<file path="src/rtl/sqrt_arbiter.sv">
// Round-robin arbiter sharing one sqrt core among N_REQ stb/ack requesters.
// One operation in flight; every output is driven straight from a register.
module sqrt_arbiter #(
  parameter int N_REQ = 4,
  parameter int WIDTH = 32,
  parameter int ID_W  = 2
) (
  input  logic                   clk,
  input  logic                   rst,
  input  logic [N_REQ*WIDTH-1:0] req_a,
  input  logic [N_REQ-1:0]       req_a_stb,
  output logic [N_REQ-1:0]       req_a_ack,
  output logic [WIDTH-1:0]       resp_z,
  output logic [N_REQ-1:0]       resp_z_stb,
  input  logic [N_REQ-1:0]       resp_z_ack,
  output logic [WIDTH-1:0]       core_a,
  output logic                   core_a_stb,
  input  logic                   core_a_ack,
  input  logic [WIDTH-1:0]       core_z,
  input  logic                   core_z_stb,
  output logic                   core_z_ack,
  output logic [ID_W-1:0]        grant_id,
  output logic                   busy
);

  localparam int unsigned NR = N_REQ;

  typedef enum logic [1:0] {IDLE, ISSUE, WAIT, DELIVER} state_t;

  state_t            state, state_d;
  logic [ID_W-1:0]   last_grant, last_grant_d;
  logic [ID_W-1:0]   grant_id_d;
  logic [N_REQ-1:0]  req_a_ack_d;
  logic [WIDTH-1:0]  resp_z_d;
  logic [N_REQ-1:0]  resp_z_stb_d;
  logic [WIDTH-1:0]  core_a_d;
  logic              core_a_stb_d;
  logic              core_z_ack_d;
  logic              busy_d;

  logic              found;
  logic [ID_W-1:0]   pick;
  logic [WIDTH-1:0]  pick_a;
  int unsigned       idx;

  // Rotating priority scan starting just after the last served requester.
  always_comb begin
    found  = 1'b0;
    pick   = '0;
    pick_a = '0;
    idx    = 0;
    for (int unsigned k = 1; k <= NR; k++) begin
      idx = (32'(last_grant) + k) % NR;
      if (!found && |(req_a_stb & (N_REQ'(1) << idx))) begin
        found  = 1'b1;
        pick   = ID_W'(idx);
        pick_a = WIDTH'(req_a >> (idx * 32'(WIDTH)));
      end
    end
  end

  always_comb begin
    state_d      = state;
    last_grant_d = last_grant;
    grant_id_d   = grant_id;
    req_a_ack_d  = '0;
    resp_z_d     = resp_z;
    resp_z_stb_d = resp_z_stb;
    core_a_d     = core_a;
    core_a_stb_d = core_a_stb;
    core_z_ack_d = core_z_ack;

    case (state)
      IDLE: begin
        if (found) begin
          core_a_d     = pick_a;
          grant_id_d   = pick;
          req_a_ack_d  = N_REQ'(1) << pick;
          core_a_stb_d = 1'b1;
          state_d      = ISSUE;
        end
      end
      ISSUE: begin
        if (core_a_ack) begin
          core_a_stb_d = 1'b0;
          core_z_ack_d = 1'b1;
          state_d      = WAIT;
        end
      end
      WAIT: begin
        if (core_z_stb) begin
          resp_z_d     = core_z;
          core_z_ack_d = 1'b0;
          resp_z_stb_d = N_REQ'(1) << grant_id;
          state_d      = DELIVER;
        end
      end
      DELIVER: begin
        // resp_z_stb is one-hot on grant_id, so other requesters' acks are masked.
        if (|(resp_z_stb & resp_z_ack)) begin
          resp_z_stb_d = '0;
          last_grant_d = grant_id;
          state_d      = IDLE;
        end
      end
      default: state_d = IDLE;
    endcase

    busy_d = (state_d != IDLE);
  end

  always_ff @(posedge clk or negedge rst) begin
    if (!rst) begin
      state      <= IDLE;
      last_grant <= ID_W'(N_REQ - 1);
      grant_id   <= '0;
      req_a_ack  <= '0;
      resp_z     <= '0;
      resp_z_stb <= '0;
      core_a     <= '0;
      core_a_stb <= 1'b0;
      core_z_ack <= 1'b0;
      busy       <= 1'b0;
    end else begin
      state      <= state_d;
      last_grant <= last_grant_d;
      grant_id   <= grant_id_d;
      req_a_ack  <= req_a_ack_d;
      resp_z     <= resp_z_d;
      resp_z_stb <= resp_z_stb_d;
      core_a     <= core_a_d;
      core_a_stb <= core_a_stb_d;
      core_z_ack <= core_z_ack_d;
      busy       <= busy_d;
    end
  end

endmodule

</file>
<file path="config.mk">
export PLATFORM = sky130hd
export DESIGN_NAME = sqrt_arbiter
export DESIGN_NICKNAME = d
export VERILOG_FILES = /design/src/rtl/sqrt_arbiter.sv
export SDC_FILE = /design/constraint.sdc
export NUM_CORES = 1
export LEC_CHECK = 0
export ABC_CLOCK_PERIOD_IN_PS = 6700
export CAP_MARGIN = 20
export CORE_MARGIN = 2
export CORE_UTILIZATION = 45
export DETAILED_ROUTE_END_ITERATION = 8
export DONT_BUFFER_PORTS = 1
export PLACE_DENSITY_LB_ADDON = 0.3
export SLEW_MARGIN = 20
export SYNTH_ARGS = -nofsm -noshare
export SYNTH_HDL_FRONTEND = slang
export SYNTH_SLANG_ARGS = --single-unit
</file>
<file path="constraint.sdc">
create_clock -name clk -period 6.7 [get_ports clk]
set_input_delay 1.005 -clock clk [delete_from_list [all_inputs] [get_ports clk]]
set_output_delay 1.005 -clock clk [all_outputs]
set_load 0.05 [all_outputs]
</file>
---- Yosys cells after proc, flatten, opt, wreduce, memory -nomap -nowiden ----
Index checks and enable logic that the tools add are counted.
Widths: inputs -> output; s select.
word-level totals
  register bits ........................... 81
  input bits .............................. 172
operators by class
  add/subtract/negate cells ............... 4
  eq/ne operators ......................... 7
  shift operators ......................... 10
  muxes and demuxes ....................... 28
  bitwise operators ....................... 5
  reductions and logical operators ........ 22
operator list
  operator             count
  $shr 128x7->32       4
  $mux 32              4
  $shl 1x2->4 const A  6
  $and 4x4->4          5
  $reduce_or 4->1      5
  $mux 2               8
  $mux 4               4
  $reduce_and 3->1     3
  $mux 1               8
  $ne 2x2->1 const B   4
  $pmux 2 s4           1
  $pmux 4 s2           1
  $reduce_bool 2->1    4
  $reduce_and 2->1     3
  $add 2x1->2 const B  2
  $add 2x2->2 const B  2
  $eq 2x2->1 const B   2
  $pmux 1 s2           2
  $logic_and 1x1->1    3
  $logic_not 1->1      3
  $eq 2x1->1 const B   1
  $logic_not 2->1      1

---- Logic depth before layout (Yosys ltp) ----
  word-level depth ........................ 17
  gate-level depth with buffers ........... 13
  depth with buffers taken out ............ 7

---- Worst setup path before layout ----
No wires, ideal clock.
  path kind ............................... register to register
  start point ............................. register last_grant[0]
  end point ............................... register core_a[22]
  data arrival time ....................... 3.009 ns
  data required time ...................... 6.574 ns
  setup slack ............................. 3.565 ns
  stages on the path, launching flop included .. 13
  buffers on the path ..................... 5
  cells stage by stage .................... dfstp_2 buf_2 buf_6 buf_2 buf_2 inv_1 ha_1 a22o_1 o211a_4 buf_6 a221oi_2 o211ai_1 a221o_1
between the ends
  word-level cells in the longest chain between the ends .. 15
  elaborated cells between the ends (all ways) .. 35
  classes of those cells .................. add/sub: 4; shift: 8; mux: 8; bitwise: 4; reduce/logical: 11
ends and longest elaborated chain
  item                        line  RTL
  start: declaration          31    logic [ID_W-1:0] last_grant, last_grant_d;
  start signal: assignment    115   last_grant <= ID_W'(N_REQ - 1);
  start signal: assignment    126   last_grant <= last_grant_d;
  $add 2x1->2                 53    idx = (32'(last_grant) + k) % NR;
  $shl 1x2->4                 54    if (!found && |(req_a_stb & (N_REQ'(1) << idx))) begin
  $and 4x4->4                 54
  $reduce_or 4->1             54
  $mux 1                      54
  $logic_not 1->1             54
  $logic_and 1x1->1           54
  $mux 1                      54
  $logic_not 1->1             54
  $logic_and 1x1->1           54
  $mux 1                      54
  $logic_not 1->1             54
  $logic_and 1x1->1           54
  $mux 1                      54
  $reduce_and 2->1 (no line)  --
  end signal: assignment      131   core_a <= core_a_d;
  end: declaration            16    output logic [WIDTH-1:0] core_a,
Several ways; a longest one is shown, not always the timed one.
A chain may end at the register's enable or synchronous reset.

---- Final worst setup path ----
  start point ............................. register last_grant[0]
  end point ............................... register core_a[3]
Same word-level chain as after synthesis.

==> flow_summary_export.csv <==
group,metric,value,unit
status,outcome,"finished clean",
route,drt-initial-drc-count,348,
power,power_density,579,mW/mm^2
placement,place_congestion,0.824,
global_route,antenna_found_initial,0,
logic_synthesis,synth_area_per_cell,11.9,sq um
sta,fmax,195,MHz
route,num_vias,5602,
floorplan,die_y,132,um
clock_tree,htree_levels,3,
setup_path,worstPathArrival,5.39,ns
final_layout,final_layout_size_suffix_gt1_share,31.5,%
sta,slew_viol_final,0,
route,dr.pass1.iters,5,
clock_tree,cts-root-buf,"clkbuf_16",
sta,rsz0062_at_grt,"no",
hold_path,hp-class,"input pin to asynchronous set/reset pin",
sta,setup_tns,0,ns
clock_tree,clock_latency,0.35,ns
logic_synthesis,synth_seq_cells,81,
sta,period_share,76.5,%
setup_path,criticalPathCategory,"register to register",
logic_synthesis,seq_area_frac_synth,27.5,%
setup_path,cp_top_family,"compound AO/OA/AOI/OAI gates",
power,p_switching,2340,uW
final_layout,antenna_cells,0,
logic_synthesis,yosysTopAreaCell,"dfrtp_1",
final_layout,final_net_count,746,
power,swShare,53.1,%
floorplan,start_util,46.3,%
sta,tightestPinTransition,1.08,ns
final_layout,multi_input_area,0.00493,sq mm
logic_synthesis,synth_top_area_share,26.8,%
power,clockPowerShare,11.6,%
setup_path,cp_max_fo,78,
final_layout,register_area,0.00204,sq mm
clock_tree,cts_buffer_depth,2,
floorplan,rows,46,
clock_tree,numCtsBuffers,9,
power,p_int,2060,uW
logic_synthesis,yosysWarnings,0,
floorplan,ios,249,
setup_path,cp_data_required_time,6.97,ns
route,drc,0,
logic_synthesis,syn-cell-area,0.00738,sq mm
logic_synthesis,synth-edff-count,0,
sta,timing.slew.headroom,27.8,%
setup_path,critPathMaxStageDelay,1.29,ns
power,seqPwrFrac,40.2,%
power,vdd_ir_drop_max,0.293,mV
logic_synthesis,synth_common_cells,"79 x dfrtp_1, 64 x mux2i_1, 64 x mux4_2, 39 x nor2_1, 33 x mux2_2",
placement,dp_hpwl,14100,um
clock_tree,cts_tree,"yes",
setup_path,cp-end-kind,"register",
route,finalWirelength,20000,um
logic_synthesis,syn_nets,798,
route,detail-route-antenna-nets,0,
setup_path,path_cells,"inv_1 -> ha_2 -> a22oi_4 -> nand2_4 -> o41ai_4 -> buf_4 -> a221o_1",
floorplan,fp.coreArea,0.0159,sq mm
sta,final_hold_viol_count,0,
clock_tree,hold_buffers,0,
sta,finalSetupViolCount,0,
global_route,grtUsageTotal,23.0,%
clock_tree,post_cts_buffers,0,
global_route,grt_first_pass_wirelength,32000,um
logic_synthesis,synth.distinct_cells,48,
placement,placed_area,0.00730,sq mm
power,p_leak,0.00267,uW
placement,port_buffers,0,
final_layout,filler_cell_count,1466,
sta,fin_skew,0.0126,ns
clock_tree,cts_resized,0,
floorplan,die_w,132,um
logic_synthesis,synth_cells,622,
final_layout,finalInstanceArea,0.00761,sq mm
clock_tree,clk_pin_slew,0.06,ns
route,wl_per_cell,25.3,um
sta,post-route-min-period,5.12,ns
setup_path,critical_path.slowest_cell,"dfstp_4",
global_route,grt_pass1_vias,5887,
power,power_frac_comb,48.2,%
sta,holdWs,0.352,ns
logic_synthesis,yosysMostFrequentCell,"dfrtp_1",
setup_path,path_buf_inv,2,
route,vias_per_cell,7.08,
final_layout,area_delta_synth_final,3.10,%
setup_path,start_kind,"register",
floorplan,die_area,0.0174,sq mm
logic_synthesis,synthFlopType,"dfrtp_1",
job,maxCapViolations,0,
global_route,grt_max_degree,82,
clock_tree,clkSinkCount,81,
global_route,grt_remaining_overflow,0,
logic_synthesis,async_flop_share,100,%
logic_synthesis,yosys-top-cells-area,"dfrtp_1 27%, mux4_2 20%, mux2i_1 8.7%",
[path summary, 6_finish.rpt]
kind                                           startpoint                         to  slack [ns]  depth (start not counted)
worst max-delay path            last_grant[0]$_DFFE_PN1P_      core_a[3]$_DFFE_PN0P_        1.58                          7
worst min-delay path                                  rst     resp_z[12]$_DFFE_PN0P_        0.35                          0
worst max register to register  last_grant[0]$_DFFE_PN1P_      core_a[3]$_DFFE_PN0P_        1.58                          7
worst min register to register         state[0]$_DFF_PN0_     req_a_ack[2]$_DFF_PN0_        0.64                          1
max in group asynchronous                             rst  last_grant[1]$_DFFE_PN1P_        6.16                          0
min in group clk                       state[0]$_DFF_PN0_     req_a_ack[2]$_DFF_PN0_        0.64                          1
[sequential cells by signal, indices dropped and copies added (netlist names)]
name and flops:
last_grant 2, core_a_stb 1, resp_z 32, req_a_ack 4, state 2, core_z_ack 1, busy 1, grant_id 2
core_a 32, resp_z_stb 4
[cells in the final DEF, fill, tap and decap left out, types with 3 or more instances in the layout]
| cell type | instances |
|---|---|
| a211oi_1 | 31 |
| a21o_1 | 3 |
| a21oi_1 | 5 |
| a221o_1 | 32 |
| a221oi_1 | 3 |
| a221oi_2 | 28 |
| a22o_1 | 7 |
| a22oi_1 | 3 |
| buf_4 | 6 |
| clkbuf_16 | 9 |
| dfrtp_1 | 79 |
| ha_1 | 3 |
| inv_1 | 4 |
| mux2_2 | 33 |
| mux2i_1 | 64 |
| mux4_2 | 64 |
| nand2_1 | 12 |
| nor2_1 | 39 |
| nor2b_1 | 13 |
| nor2b_2 | 20 |
| o211ai_1 | 32 |
| o21ai_0 | 10 |
| o21ai_1 | 4 |
| or4_1 | 32 |
[power groups by stage]
stage	clock network [uW]	logic [uW]	registers, uW
after global routing	551	2300	1820
final	510	2120	1770
after floorplan	0	2020	1550
after global placement	0	2030	1770
after detailed placement	0	2110	1790
after CTS	523	2120	1780
[cells by family after synthesis]
group           after synthesis  share of synthesized area, %
compound gates              173                          22.0
fa+ha+maj                     4                         0.678
buf+inv                      74                          5.94
flops                        81                          27.5
mux                         161                          33.3
simple gates                129                          10.6
[per-stage QoR]
stage | util (%) | setup WS [ns] | power, uW | std cells
finish | 47.7 | 1.58 | 4400 | 791
global placement | 45.8 | 1.33 | 3810 | 774
CTS | 47.7 | 1.57 | 4410 | 791
global route | 47.7 | 1.19 | 4670 | 791
detailed placement | 45.8 | 1.58 | 3900 | 775
floorplan | - | 3.57 | 3570 | 622
[per-layer routing]
metal	global-route usage (%)	up-vias	wire (um)
met4	6.10	0	257
met2	40.2	289	10200
li1	-	2487	-
met5	0	-	0
met3	8.19	20	2110
met1	26.8	2806	7510
[area by class of cell]
cell class / count / share of cell area, %
Tap cell: 216 / 3.55
Timing Repair Buffer: 6 / 0.592
Clock inverter: 5 / 0.822
Sequential cell: 81 / 26.8
Multi-Input combinational cell: 467 / 64.8
Inverter: 5 / 0.247
Clock buffer: 11 / 3.19
(Power assumes the default switching activity.)
